**src/rtl/run_ctrl_pkg.sv**
```systemverilog
// run_ctrl_pkg: shared definitions for the run/step/halt controller.
//   STATE_W     : width of the controller state encoding
//   run_state_e : controller states IDLE=0, RUN=1, STEP=2, HALT=3
package run_ctrl_pkg;

  localparam int STATE_W = 2;

  typedef enum logic [STATE_W-1:0] {
    IDLE = 2'd0,
    RUN  = 2'd1,
    STEP = 2'd2,
    HALT = 2'd3
  } run_state_e;

endpackage

```
**src/rtl/run_ctrl_btn_pulse.sv**
```systemverilog
// btn_pulse: synchronizes a raw asynchronous button, debounces it and emits
// a single-cycle pulse on each accepted press.
//   clk, rst : clock, synchronous active-high reset
//   btn_i    : raw button level (asynchronous)
//   pulse_o  : one-cycle pulse, visible 2+DBNC_CYCLES cycles after the raw
//              edge is first sampled; holding the button gives one pulse
module btn_pulse
  import run_ctrl_pkg::*;
#(
  parameter int DBNC_CYCLES = 16
) (
  input  logic clk,
  input  logic rst,
  input  logic btn_i,
  output logic pulse_o
);

  localparam int CW = $clog2(DBNC_CYCLES + 1);
  localparam logic [CW-1:0] CNT_LAST = CW'(DBNC_CYCLES - 1);

  logic          sync1_q;
  logic          sync2_q;
  logic          stable_q;
  logic          pulse_q;
  logic [CW-1:0] cnt_q;

  // The counter only runs while the synchronized level differs from the
  // accepted level; any return to the accepted level restarts it, so a
  // glitch shorter than DBNC_CYCLES never gets through.
  always_ff @(posedge clk) begin
    if (rst) begin
      sync1_q  <= 1'b0;
      sync2_q  <= 1'b0;
      stable_q <= 1'b0;
      pulse_q  <= 1'b0;
      cnt_q    <= '0;
    end else begin
      sync1_q <= btn_i;
      sync2_q <= sync1_q;
      pulse_q <= 1'b0;
      if (sync2_q == stable_q) begin
        cnt_q <= '0;
      end else if (cnt_q == CNT_LAST) begin
        stable_q <= sync2_q;
        cnt_q    <= '0;
        pulse_q  <= sync2_q;  // only the press direction produces a pulse
      end else begin
        cnt_q <= cnt_q + 1'b1;
      end
    end
  end

  assign pulse_o = pulse_q;

endmodule

```
**src/rtl/run_ctrl.sv**
```systemverilog
// run_ctrl: run / single-step / halt controller for a CPU program counter.
//   clk, rst       : clock, synchronous active-high reset
//   run_btn, step_btn, halt_btn : raw asynchronous buttons
//   cpu_halt       : halt request from the decoded instruction
//   pc, bp_addr    : current program counter and breakpoint address
//   bp_valid       : breakpoint armed
//   pc_en          : PC advances this cycle (combinational)
//   state          : current controller state (run_state_e encoding)
//   halted         : high in IDLE or HALT
//   bp_hit         : sticky breakpoint-stop flag
//   cycle_cnt      : number of cycles with pc_en=1 (wraps)
// Build option: define RUN_CTRL_BP_EN to include the breakpoint logic;
// without it bp_addr/bp_valid are ignored and bp_hit is 0.
module run_ctrl
  import run_ctrl_pkg::*;
#(
  parameter int DBNC_CYCLES = 16,
  parameter int CNT_W       = 32
) (
  input  logic               clk,
  input  logic               rst,
  input  logic               run_btn,
  input  logic               step_btn,
  input  logic               halt_btn,
  input  logic               cpu_halt,
  input  logic [31:0]        pc,
  input  logic [31:0]        bp_addr,
  input  logic               bp_valid,
  output logic               pc_en,
  output logic [STATE_W-1:0] state,
  output logic               halted,
  output logic               bp_hit,
  output logic [CNT_W-1:0]   cycle_cnt
);

  logic       run_p;
  logic       step_p;
  logic       halt_p;
  logic       bp_match;
  logic       stop;
  logic       accept;
  run_state_e state_q;
  run_state_e state_d;
  logic [CNT_W-1:0] cnt_q;

  btn_pulse #(.DBNC_CYCLES(DBNC_CYCLES)) u_run_btn (
    .clk(clk), .rst(rst), .btn_i(run_btn), .pulse_o(run_p)
  );
  btn_pulse #(.DBNC_CYCLES(DBNC_CYCLES)) u_step_btn (
    .clk(clk), .rst(rst), .btn_i(step_btn), .pulse_o(step_p)
  );
  btn_pulse #(.DBNC_CYCLES(DBNC_CYCLES)) u_halt_btn (
    .clk(clk), .rst(rst), .btn_i(halt_btn), .pulse_o(halt_p)
  );

  // A run or step pulse is only acted on while stopped, and a simultaneous
  // halt pulse cancels it.
  assign accept = ((state_q == IDLE) || (state_q == HALT)) && !halt_p &&
                  (run_p || step_p);

`ifdef RUN_CTRL_BP_EN
  logic first_q;
  logic bp_hit_q;

  // first_q marks the first RUN cycle so a resume from the breakpoint
  // address executes that instruction instead of stopping again.
  assign bp_match = (state_q == RUN) && !first_q && bp_valid && (pc == bp_addr);

  always_ff @(posedge clk) begin
    if (rst) begin
      first_q  <= 1'b0;
      bp_hit_q <= 1'b0;
    end else begin
      first_q <= (state_d == RUN) && (state_q != RUN);
      if (bp_match) begin
        bp_hit_q <= 1'b1;
      end else if (accept) begin
        bp_hit_q <= 1'b0;
      end
    end
  end

  assign bp_hit = bp_hit_q;
`else
  wire unused_bp = ^{pc, bp_addr, bp_valid};

  assign bp_match = 1'b0;
  assign bp_hit   = 1'b0;
`endif

  assign stop = halt_p || cpu_halt || bp_match;

  always_comb begin
    state_d = state_q;
    pc_en   = 1'b0;
    case (state_q)
      IDLE, HALT: begin
        if (halt_p) begin
          state_d = state_q;
        end else if (step_p) begin
          state_d = STEP;
        end else if (run_p) begin
          state_d = RUN;
        end
      end
      RUN: begin
        if (stop) begin
          state_d = HALT;
        end else begin
          pc_en = 1'b1;
        end
      end
      STEP: begin
        // cpu_halt is deliberately ignored: the step always executes.
        pc_en   = 1'b1;
        state_d = HALT;
      end
      default: state_d = IDLE;
    endcase
  end

  always_ff @(posedge clk) begin
    if (rst) begin
      state_q <= IDLE;
      cnt_q   <= '0;
    end else begin
      state_q <= state_d;
      if (pc_en) begin
        cnt_q <= cnt_q + 1'b1;
      end
    end
  end

  assign state     = state_q;
  assign halted    = (state_q == IDLE) || (state_q == HALT);
  assign cycle_cnt = cnt_q;

endmodule

```
**config.mk**
```make
export PLATFORM = sky130hd
export DESIGN_NAME = run_ctrl
export DESIGN_NICKNAME = d
export VERILOG_FILES = /design/src/rtl/run_ctrl_pkg.sv /design/src/rtl/run_ctrl_btn_pulse.sv /design/src/rtl/run_ctrl.sv
export SDC_FILE = /design/constraint.sdc
export NUM_CORES = 1
export LEC_CHECK = 0
export BUFFER_PORTS_ARGS = -buffer_cell sky130_fd_sc_hd__buf_2
export CORE_MARGIN = 5
export CORE_UTILIZATION = 44
export DETAILED_ROUTE_END_ITERATION = 16
export GPL_TIMING_DRIVEN = 0
export HOLD_SLACK_MARGIN = 0.12
export MAX_ROUTING_LAYER = met4
export PLACE_DENSITY = 0.8
export SETUP_SLACK_MARGIN = 0.3
export SKIP_LAST_GASP = 1
export SYNTH_ARGS = -nofsm -noshare
export SYNTH_HDL_FRONTEND = slang
export SYNTH_HIERARCHICAL = 1
export SYNTH_SLANG_ARGS = --single-unit
```
**constraint.sdc**
```tcl
create_clock -name clk -period 2.03 [get_ports clk]
set_input_delay 0 -clock clk [delete_from_list [all_inputs] [get_ports clk]]
set_output_delay 0 -clock clk [all_outputs]
set_load 0.02 [all_outputs]
```
Word level (Yosys, flattened, before mapping)
Index checks and enable logic that the tools add are counted.
{"block": "classes", "add_sub_neg": 4, "n_eq_ne": 12, "muxes": 7, "bitwise": 6, "n_reduce_logical": 14}
{"op": "adder 32 x 1 -> 32 bit, second input constant", "count": 1}
{"op": "OR reduction 3 bit", "count": 6}
{"op": "adder 5 x 1 -> 5 bit, second input constant", "count": 3}
{"op": "== test 5 x 4 -> 1 bit, second input constant", "count": 3}
{"op": "two-way mux 2 bit", "count": 4}
{"op": "NOT 1 bit", "count": 6}
{"op": "case mux 2 bit (3 select lines)", "count": 1}
{"op": "AND reduction 2 bit", "count": 3}
{"op": "== test 2 bit, second input constant", "count": 2}
{"op": "!= test 2 bit, second input constant", "count": 2}
{"op": "== test 1 bit", "count": 3}
{"op": "!= test 3 x 1 -> 1 bit, second input constant", "count": 1}
{"op": "AND reduction 3 bit", "count": 1}
{"op": "== test 2 x 1 -> 1 bit, second input constant", "count": 1}
{"op": "zero test 2 bit", "count": 1}
{"op": "logical OR 1 bit", "count": 2}
{"op": "case mux 1 bit (2 select lines)", "count": 1}
{"op": "OR reduction 2 bit", "count": 1}
{"op": "two-way mux 1 bit", "count": 1}
{"block": "totals", "ff_bits": 61, "word_cells": 60}

Depth between registers and ports, before layout
{"block": "logic_depth", "word_depth": 4, "depth_mapped": 7}

Modules after synthesis
Netlist, hierarchy kept.
{"module": "run_ctrl", "n_inst": 1, "cells_per_inst": 195, "area_each_um2": 1791.7, "seq_area_each_um2": 680.7}
{"module": "btn_pulse", "n_inst": 3, "cells_per_inst": 29, "area_each_um2": 319.1, "seq_area_each_um2": 180.2}

Least setup slack after synthesis
No wires, ideal clock.
{"block": "synth_timing", "path_type": "register to register", "startpoint": "register state_q[0], in the netlist state[0]", "endpoint": "register cnt_q[31], in the netlist cycle_cnt[31]", "setup_time_ns": 0.070, "t_arrival_ns": 2.139, "required_ns": 1.960, "setup_slack_ns": -0.180, "stages_incl_launch_ff": 7, "synth_period_minus_slack_ns": 2.210, "cell_sequence": "dfxtp_1 > inv_1 > ha_1 > and4b_2 > o2111ai_4 > or4_1 > a21oi_1"}
{"block": "synth_between", "elab_chain_cells": 2, "word_cells_on_any_way": 3}
{"item": "start: declaration", "line_no": "run_ctrl.sv:42", "text": "run_state_e state_q;"}
{"item": "start signal: assignment", "line_no": "run_ctrl.sv:127", "text": "state_q <= state_d;"}
{"item": "== test 2 bit or == test 2 x 1 -> 1 bit (tied branches)", "line_no": "run_ctrl.sv:96", "text": "case (state_q)"}
{"item": "case mux 1 bit (2 select lines) (*)", "line_no": "run_ctrl.sv:96"}
{"item": "end signal: assignment", "line_no": "run_ctrl.sv:129", "text": "cnt_q <= cnt_q + 1'b1;"}
{"item": "end: declaration", "line_no": "run_ctrl.sv:44", "text": "logic [CNT_W-1:0] cnt_q;"}
Mark *: on every way between the ends. The rest lies on a longest branch, timed or not.
A chain may end at the register's enable or synchronous reset.

Worst setup path after layout
{"block": "layout_timing", "startpoint": "register state_q[0], in the netlist state[0]", "endpoint": "register cnt_q[15], in the netlist cycle_cnt[15]"}
Same word-level chain as after synthesis.

==> summary.md <==
| Metric | Value |
|---|---|
| Vias in the first global route | `2,280` |
| Total clock buffers created by CTS | `9` |
| Antenna Cells | `0` |
| Area grow syn2layout | `36.8%` |
| Register clock-pin slew on the reported worst setup and hold paths | `about 0.070 ns` |
| Post-route DRC violation count | `0` |
| Total power after layout | `approximately 3.2 mW` |
| R2R Setup Slk | `0.13 ns` |
| GR Util All Layers | `17.6%` |
| Syn_nets | `between 300 and 400` |
| Max-cap violation count | `0` |
| Clk buf depth | `2` |
| 1st-pass router iterations | `4` |
| Effective utilization at floorplan | `45.9%` |
| Worst Hold End | `cycle_cnt[26]` |
| Global-route wire length before repair | `10,500 um` |
| CTS sink count | `61` |
| Buffers on Ports | `just over 40` |
| Synth cell count leaders | `61 x dfxtp_1, 30 x nor2_1, 23 x a21oi_1` |
| Post-synth top area share | `44.4%` |
| Max-slew headroom | `60.7%` |
| WHS | `0.228 ns` |
| VDD IR max | `602 uV` |
| Initial antenna violation count | `0` |
| Fin cells | `446` |
| GRT overflow | `0` |
| CTS root buffer | `clkbuf_8` |
| RR Startpoint | `state[0]` |
| Met3 wire length | `414 um` |
| Hold depth | `5` |
| Nets | `between 400 and 500` |
| Cells after Synth | `282` |
| Setup slack after layout | `0.133 ns` |
| CP Capture Type | `flip-flop` |
| Die span in y | `~90 um` |
| 1st-iter DRT viols | `approximately 130` |
| Leak | `1.47 nW` |
| Vias per Instance | `~5.5` |
| Unrepaired setup endpoints after global routing | `yes` |
| Cell taking the most area after synthesis | `dfxtp_1` |
| Final min period | `1.90 ns` |
| Multi-input gate area | `about 0.0015 mm2` |
| Post-synthesis sequential area ratio | `44.4%` |
| Synth warnings | `6` |
| Synth cell types | `44` |
| Max Clock Freq | `527 MHz` |
| Core area | `approximately 0.006 mm2` |
| Arr. time, crit path | `2.15 ns` |
| Layout cells sized above 1 | `39.6%` |
| Dpl ws | `0.121 ns` |
| Worst Tran Pin Value | `0.590 ns` |
| Mapped Avg Cell Area | `9.75 um2` |
| Synth Cell Area | `around 0.0027 mm2` |
| Hpwl dp | `4010 um` |
| Worst hold path class | `in2reg` |
| R2R depth | `7` |
| Gpl congestion | `0.773` |
| Slew Viols, Final | `0` |
| Share of the core filled with cells | `62.8%` |
| Top cells by area, synth | `dfxtp_1 44%, a21oi_1 4.2%, ha_1 4.1%` |
| Max Used Layer | `met4` |
| Dominant cell by count in the synthesized netlist | `dfxtp_1` |
| Crit path max fanout | `5` |
| Vias after detailed routing | `between 2,000 and 2,500` |
| Cell area power density | `839 mW/mm2` |
| Fillers | `~460` |
| Met1 Wirelength | `around 2600 um` |
| Die W | `89.0 um` |
| Hold path start | `cpu_halt` |
| Row cnt | `28` |
| Post-DRT Antenna Nets | `0` |
| Total wire length | `6730 um` |
| WP data required | `roughly 2.3 ns` |
| FF/Latch Area | `approximately 0.0012 mm2` |
| Largest net degree at the start of global routing | `17` |
| Layout Skew | `approximately 0.008 ns` |
| Cell Area, Placed | `0.00309 mm2` |
| Outcome | `completed` |
| CTS tree | `yes` |
| #FFs+latches synth | `roughly 60` |
| Wire length per cell | `15.1 um` |
| Final hold violations | `0` |
| I/O Pins | `108` |
| TNS Setup | `0 ns` |
| Fin crit share | `between 90% and 100%` |
| H-tree depth | `3` |
| Final setup violating endpoints | `0` |
| Crit start category | `flip-flop` |
| Design Area, Final | `roughly 0.0038 mm2` |
| Total die area | `between 0.007 and 0.008 mm2` |
| Routed wl met2 | `3540 um` |
| Asr flop ratio synth | `0%` |
| Post-synth EDFFs | `0` |
| Ys flop type | `dfxtp_1` |
| Placed Cells | `398` |
| Setup CP Type | `reg2reg` |
| Clk Latency, worst-skew pair | `0.34 ns` |
| Reg2reg end | `cycle_cnt[15]` |
[worst max-delay path by stage]
stage | startpoint | to | slack (ns) | cells after the start
after floorplan | state[0] | cycle_cnt[17] | 0.20 | 6
after global placement | state[0] | cycle_cnt[17] | 0.17 | 6
after detailed placement | state[1] | cycle_cnt[16] | 0.12 | 7
after CTS | state[0] | cycle_cnt[19] | 0.18 | 6
after global routing | state[1] | cycle_cnt[12] | 0.03 | 7
final | state[0] | cycle_cnt[15] | 0.13 | 7
[cells by family (layout without fill, tap and decap cells)]
kind of cell             Yosys count  count (layout)  synth area share [%]
AND/OR/NAND/NOR                  105             105                  24.4
buffers and inverters             26             114                  5.42
XOR/XNOR                          18              18                  5.74
adder cells (fa/ha/maj)            9               9                  4.10
multiplexers                       4               4                  1.46
AO/OA/AOI/OAI                     58              59                  14.3
flip-flops                        61              61                  44.4
other                              1               1                 0.136
[layout make-up]
cell class                 count  share of cell area, %
tap                           75                   2.50
sequential                    61                   33.2
clock inverter                 5                   2.16
buffer                        13                   2.86
clock buffer                  10                   3.96
timing repair buffer          73                   12.9
multi-input combinational    196                   40.9
inverter                      13                   1.43
[repair_timing]
item	4_1_cts	5_1_grt
resized for setup	6	40
setup endpoints to repair	23	28
pin swaps	15	17
hold buffers	7	0
hold endpoints to repair	9	0
buffers inserted	15	10
gates cloned	1	0
[worst max-delay path, cell delays in order (launching register included)]
cell      delay [ns]
dfxtp_4         0.39
inv_4           0.04
ha_4            0.22
and4b_4         0.42
o211ai_4        0.11
buf_4           0.15
or3_1           0.36
a21oi_1         0.14
[layer usage]
metal	track usage, %	vias up
met3	6.82	13
met2	28.5	58
met5	-	-
met1	19.4	1203
li1	-	1196
met4	7.44	0
[state kept, by name (all words and copies together) (netlist names)]
register and cells:
u_step_btn/sync2_q 1, u_run_btn/cnt_q 5, u_halt_btn/stable_q 1, u_step_btn/cnt_q 5, u_run_btn/sync1_q 1, u_step_btn/stable_q 1, u_run_btn/sync2_q 1, u_halt_btn/sync2_q 1
u_step_btn/pulse_o 1, state 2, u_run_btn/stable_q 1, u_halt_btn/cnt_q 5, u_step_btn/sync1_q 1, u_halt_btn/sync1_q 1, cycle_cnt 32, u_run_btn/pulse_o 1
u_halt_btn/pulse_o 1
[power breakdown]
group	total (mW)	switching, mW	internal, mW
clock network	1.25	0.486	0.759
registers	1.30	0.0532	1.24
logic	0.615	0.351	0.264
total	3.16	0.891	2.27
[layout by cell type (no fill, tap or decap), types with 8 or more instances in the layout]
master	synthesis	layout
dfxtp_1	61	48
buf_2	2	43
nor2_1	30	30
buf_4	1	22
a21oi_1	23	15
xor2_1	12	12
inv_1	13	11
o31ai_1	14	9
nand3_1	9	9
clkbuf_8	0	9
a21oi_2	0	8
or3_1	8	8
dfxtp_2	0	8
No activity file was read; power rests on OpenSTA's default activity.
